$ cat config.mk
export PLATFORM = sky130hd
export DESIGN_NAME = instr_fetch_unit
export DESIGN_NICKNAME = d
export VERILOG_FILES = /design/src/rtl/cpu_pkg.sv /design/src/rtl/rise_detect.sv /design/src/rtl/instr_fetch_unit.sv
export SDC_FILE = /design/constraint.sdc
export NUM_CORES = 1
export LEC_CHECK = 0
export CAP_MARGIN = 25
export CORE_MARGIN = 4
export CORE_UTILIZATION = 30
export DETAILED_ROUTE_END_ITERATION = 6
export GPL_ROUTABILITY_DRIVEN = 0
export PLACE_DENSITY_LB_ADDON = 0.1
export SLEW_MARGIN = 20
export SYNTH_ARGS = -nofsm -noshare
export SYNTH_HDL_FRONTEND = slang
export SYNTH_HIERARCHICAL = 1
export SYNTH_SLANG_ARGS = --single-unit
$ cat constraint.sdc
create_clock -name clk -period 2.2 [get_ports clk]
set_input_delay 0.22 -clock clk [delete_from_list [all_inputs] [get_ports clk]]
set_output_delay 0.22 -clock clk [all_outputs]
set_load 0.03 [all_outputs]
$ cat src/rtl/cpu_pkg.sv
// Shared CPU-side definitions: instruction geometry, fetch FSM states, halt word.
// Latency: n/a (types and constants only).
// Backpressure: n/a.
package cpu_pkg;

    localparam int INSTR_W  = 8;
    localparam int OPCODE_W = 4;

    typedef enum logic [1:0] {
        IDLE = 2'd0,
        RUN  = 2'd1,
        HALT = 2'd2
    } fetch_state_t;

    // Fetching this word ends the program when halting on zero is enabled.
    localparam logic [INSTR_W-1:0] HALT_WORD = 8'h00;

endpackage

$ cat src/rtl/rise_detect.sv
// Registered 1-bit rising-edge detector.
// Latency: a 0->1 on d_i sampled at edge N gives rise_o high for the cycle after N.
// Backpressure: none; a level held high yields exactly one pulse.
//
// Ports: clk_i clock, rst_ni async active-low reset, d_i level input,
//        rise_o one-cycle registered pulse per rising edge of d_i.
module rise_detect (
    input  logic clk_i,
    input  logic rst_ni,
    input  logic d_i,
    output logic rise_o
);

    logic sampled_q;
    logic rise_q;

    always_ff @(posedge clk_i or negedge rst_ni) begin
        if (!rst_ni) begin
            sampled_q <= 1'b0;
            rise_q    <= 1'b0;
        end else begin
            sampled_q <= d_i;
            rise_q    <= d_i & ~sampled_q;
        end
    end

    assign rise_o = rise_q;

endmodule

$ cat src/rtl/instr_fetch_unit.sv
// Program memory + PC + fetch FSM feeding the CPU instruction register on load_ir rising edges.
// Latency: load_ir rises before edge N -> instruction/instr_valid/pc update at edge N+1.
// Backpressure: none; at most one fetch per load_ir rising edge, extra edges outside RUN dropped.
//
// Ports: clk, reset (async active-low); prog_we/prog_addr/prog_data program write (IDLE/HALT only);
//        start begins at address 0; load_ir fetch request level; pc_load/pc_target jump (RUN only);
//        instruction/instr_valid fetched word and its one-cycle pulse; pc next fetch address;
//        busy (RUN) and halted (HALT) status.
module instr_fetch_unit
    import cpu_pkg::*;
#(
    parameter int DEPTH        = 16,
    parameter int ADDR_W       = $clog2(DEPTH),
    parameter bit HALT_ON_ZERO = 1'b1
) (
    input  logic               clk,
    input  logic               reset,
    input  logic               prog_we,
    input  logic [ADDR_W-1:0]  prog_addr,
    input  logic [INSTR_W-1:0] prog_data,
    input  logic               start,
    input  logic               load_ir,
    input  logic               pc_load,
    input  logic [ADDR_W-1:0]  pc_target,
    output logic [INSTR_W-1:0] instruction,
    output logic               instr_valid,
    output logic [ADDR_W-1:0]  pc,
    output logic               busy,
    output logic               halted
);

    fetch_state_t       state_q, state_d;
    logic [ADDR_W-1:0]  pc_q, pc_d;
    logic [INSTR_W-1:0] instr_q, instr_d;
    logic               vld_q, vld_d;
    logic [INSTR_W-1:0] mem_q [DEPTH];

    logic               fetch_req;
    logic               fetch;
    logic               halt_hit;
    logic               mem_we;
    logic [INSTR_W-1:0] word;

    rise_detect u_load_ir_rise (
        .clk_i  (clk),
        .rst_ni (reset),
        .d_i    (load_ir),
        .rise_o (fetch_req)
    );

    assign word     = mem_q[pc_q];
    assign fetch    = (state_q == RUN) && fetch_req;
    assign halt_hit = HALT_ON_ZERO && (word == HALT_WORD);
    // The memory is only writable while the program is not executing.
    assign mem_we   = prog_we && (state_q != RUN);

    // State register
    always_ff @(posedge clk or negedge reset) begin
        if (!reset) begin
            state_q <= IDLE;
        end else begin
            state_q <= state_d;
        end
    end

    // Next-state logic
    always_comb begin
        state_d = state_q;
        unique case (state_q)
            IDLE:    if (start) state_d = RUN;
            RUN:     if (fetch && halt_hit) state_d = HALT;
            HALT:    if (start) state_d = RUN;
            default: state_d = IDLE;
        endcase
    end

    // Output / datapath next-state logic
    always_comb begin
        pc_d    = pc_q;
        instr_d = instr_q;
        vld_d   = fetch;
        if (fetch) begin
            instr_d = word;
        end
        if (state_q == RUN) begin
            if (fetch && !halt_hit) begin
                pc_d = pc_q + ADDR_W'(1);
            end
            // A jump in the same cycle as a fetch wins over the increment;
            // the fetch itself already used the old PC.
            if (pc_load) begin
                pc_d = pc_target;
            end
        end else if (start) begin
            pc_d = '0;
        end
    end

    always_ff @(posedge clk or negedge reset) begin
        if (!reset) begin
            pc_q    <= '0;
            instr_q <= '0;
            vld_q   <= 1'b0;
        end else begin
            pc_q    <= pc_d;
            instr_q <= instr_d;
            vld_q   <= vld_d;
        end
    end

    // Flop-based program store so reset can clear every word.
    always_ff @(posedge clk or negedge reset) begin
        if (!reset) begin
            for (int i = 0; i < DEPTH; i++) begin
                mem_q[i] <= '0;
            end
        end else if (mem_we) begin
            mem_q[prog_addr] <= prog_data;
        end
    end

    assign instruction = instr_q;
    assign instr_valid = vld_q;
    assign pc          = pc_q;
    assign busy        = (state_q == RUN);
    assign halted      = (state_q == HALT);

endmodule
==> qor.txt <==
Vias post-DR = 4244
Die W = 157.0 um
Total wire length = 16.98 mm
Synthesized area = 6664 um^2
CTS Buf Count = 17
R2R depth = 10
Min-delay src = load_ir
Final non-filler cell total = 853
Core footprint = 21820 um^2
Inst Count DP = 813
CTS tree = built
Most frequent cell on the critical path = buf_6
Post-synth EDFFs = 0
Critical path cell sequence = buf_6, clkbuf_16, mux2i_1, a221oi_2, a22oi_1, nand4_1, nor4_4, buf_6, or2b_4, a311o_1
Crit Path Max Fanout = 7
Root buffer cell = clkbuf_16
Post-Syn Instances = 465
H-tree levels = 4
Gr usage total = 0.1425
Hold Crit Depth = 1
Input/output buffers = 36
Reg2reg start = pc[0]
Worst Hold Slack = 280.1 ps
Skew-Pair Late Insertion Delay = 410 ps
Power share of the combinational group = 0.408
Synth async-reset ratio = 1.000
RSZ-0062 raised after global routing = yes
Critical path's top delay family = compound AO/OA/AOI/OAI gates
DIE HEIGHT = 157.0 um
Share of layout cells above drive strength 1 = 0.4799
Sw power = 0.004080 W
Clock tree buffer depth = 2
Min-Delay Path Class = primary input to flip-flop
Slew at the pin with the worst max-slew slack = 659.8 ps
Failing checks = negative setup slack
Synth Flop Type = dfrtp_1
Fin. max-slew vios = 0
Seq/Total Area, Yosys = 0.5445
Worst setup path class = flip-flop to flip-flop
CTS clock-pin slew for the worst setup and hold paths = 60 ps
Final setup fails = 6
CP Launch Type = flip-flop
Yosys top cell by area = dfrtp_1
Synth area leaders = dfrtp_1, mux2_2, mux4_2
Yosys cell types = 41
Post-Place Worst Slack = -565.6 ps
Post-route DRC violation count = 0
Hold worst-path end = u_load_ir_rise/sampled_q
Wire per inst = 19.91 um
Max Cap Viol = 0
Vias in the first global route = 4517
Post-synthesis register bit count = 145
Syn Area/Cell = 14.33 um^2
Largest net degree at the start of global routing = 60
Antenna cells = 0
Setup ws final = -428.5 ps
Status = finished with violations
CP max stage cell = dfrtp_2
Maximum vdd drop = 0.0004562 V
Final hold viol count = 0
Worst Path Required = 2490 ps
Sequential share of power = 0.345
Syn_nets = 488
Final min period = 2628 ps
Drt first-iter violations = 178
Pleak = 3.803 nW
Ports = 37
Initial antenna violation count = 0
Vias per cell = 4.975
Clock sink count = 145
Power per cell area = 1453 nW/um^2
Slew Limit Headroom = 0.5588
Critical path depth in cells = 10
Reg-to-Reg End = pc[2]
Drt pass-1 iters = 4
Core Util, Final = 0.3935
Hpwl dp = 11.76 mm
Max incr delay on CP = 500 ps
Die area = 24660 um^2
Arr. time, crit path = 2920 ps
Site row count = 54
Starting Density = 0.3054
Fmax achieved = 380.4 MHz
Yosys warns = 6
Nets = 583
Reg2Reg Setup Slack = -430 ps
Synth top area share = 0.5445
Worst Path Buf+Inv = 3
Clock network power share = 0.247
Tcrit/Tclk final = 1.195
Detail Route Antenna Nets = 0
First-pass GRT wire length = 26.63 mm
Area growth from synthesis to layout = 28.86%
Internal power = 0.008396 W
Gr ovfl total = 0
Clock Skew = 7.892 ps
Critical path capture point type = flip-flop
Switch share = 0.3270
==> cell usage after synthesis (2+ instances only) <==
| library cell | instances |
|---|---|
| nor2b_1 | 2 |
| a31oi_1 | 8 |
| o21ai_0 | 8 |
| a221oi_1 | 16 |
| clkbuf_1 | 15 |
| mux2i_1 | 32 |
| o311ai_1 | 2 |
| o21ai_1 | 2 |
| buf_4 | 2 |
| nand4_1 | 4 |
| o211ai_1 | 2 |
| mux2_2 | 128 |
| buf_6 | 6 |
| and2_1 | 2 |
| a21oi_1 | 2 |
| clkinv_1 | 2 |
| dfrtp_1 | 145 |
| a22oi_1 | 5 |
| nand2b_1 | 3 |
| nor2_1 | 21 |
| nor3_1 | 5 |
| or4_1 | 2 |
| inv_1 | 3 |
| mux4_2 | 16 |
| nand2_1 | 13 |
| a22oi_2 | 3 |
| buf_2 | 2 |
==> cell usage in the layout, fill, tap and decap left out, types with 3 or more instances in the layout <==
master	n
a221oi_1	3
a221oi_2	12
a22oi_2	6
a31oi_1	8
buf_12	5
buf_4	57
buf_6	4
bufinv_16	4
clkbuf_16	19
clkdlybuf4s50_1	33
clkinv_2	3
clkinvlp_4	3
dfrtp_1	143
inv_1	3
mux2_2	128
mux2i_1	30
mux4_2	16
nand2_1	13
nand2b_1	3
nand4_1	4
nor2_1	21
nor3_1	5
o21ai_0	5
o21ai_1	4
==> metal layers <==
layer / vias to the layer above / wire length [um] / global-route usage
met2: 55 / 8137 / 0.2287
met5: - / 0 / 0
li1: 1949 / - / -
met4: 0 / 214 / 0.04383
met3: 14 / 444 / 0.02832
met1: 2226 / 8185 / 0.1961
==> what timing repair did <==
action,4_1_cts,5_1_grt
gates cloned,0,3
pin swaps,3,5
resized for setup,17,12
buffers inserted,0,4
hold buffers,1,0
setup endpoints to repair,7,6
endpoints found under the hold margin,56,0
==> state kept, by name, indices dropped and copies added (netlist names) <==
name                      cells
mem_q                       128
pc                            4
u_load_ir_rise/rise_o         1
instr_valid                   1
u_load_ir_rise/sampled_q      1
state_q                       2
instruction                   8
==> power groups by stage <==
stage                     Combinational [W]  Sequential (W)  Clock (W)
after detailed placement            0.00466         0.00433          0
after CTS                           0.00488         0.00429    0.00316
after global routing                0.00550         0.00444    0.00328
after floorplan                     0.00283         0.00437          0
final                               0.00509         0.00430    0.00308
after global placement              0.00461         0.00430          0
==> final cells by class <==
class                           instances  area [um^2]
Timing Repair Buffer                  103        972.2
Tap cell                              280        350.3
Multi-Input combinational cell        288         2978
Clock inverter                         13        183.9
Inverter                                5        18.77
Sequential cell                       145         3631
Fill cell                            2018        13240
Clock buffer                           19        452.9
==> worst max-delay path by stage <==
| stage | slack, ps | from | end |
|---|---|---|---|
| finish | -430 | pc[0] | pc[2] |
| floorplan | -260 | pc[1] | pc[2] |
| CTS | -410 | pc[0] | pc[2] |
| global route | -520 | pc[0] | pc[2] |
| detailed placement | -570 | pc[1] | pc[2] |
| global placement | -590 | pc[1] | pc[2] |
==> cell families (layout without fill, tap and decap cells) <==
logic type / after synthesis / after routing / share of synthesized area
buffers and inverters: 32 / 140 / 0.02891
XOR/XNOR: 1 / 1 / 0.001315
AND/OR/NAND/NOR: 58 / 58 / 0.04600
adder cells (fa/ha/maj): 1 / 1 / 0.001877
AO/OA/AOI/OAI: 52 / 52 / 0.05896
flip-flops: 145 / 145 / 0.5445
multiplexers: 176 / 176 / 0.3184
==> per-stage QoR <==
stage / instance area, um^2 / TNS, ps / power, W
after floorplan: 6668 / -1008 / 0.007206
after global placement: 7707 / -2524 / 0.008906
after detailed placement: 7707 / -2402 / 0.008989
after CTS: 8444 / -1868 / 0.01233
after global routing: 8587 / -2590 / 0.01322
final: 8587 / -1946 / 0.01248
Power figures use the tool's default switching activity.
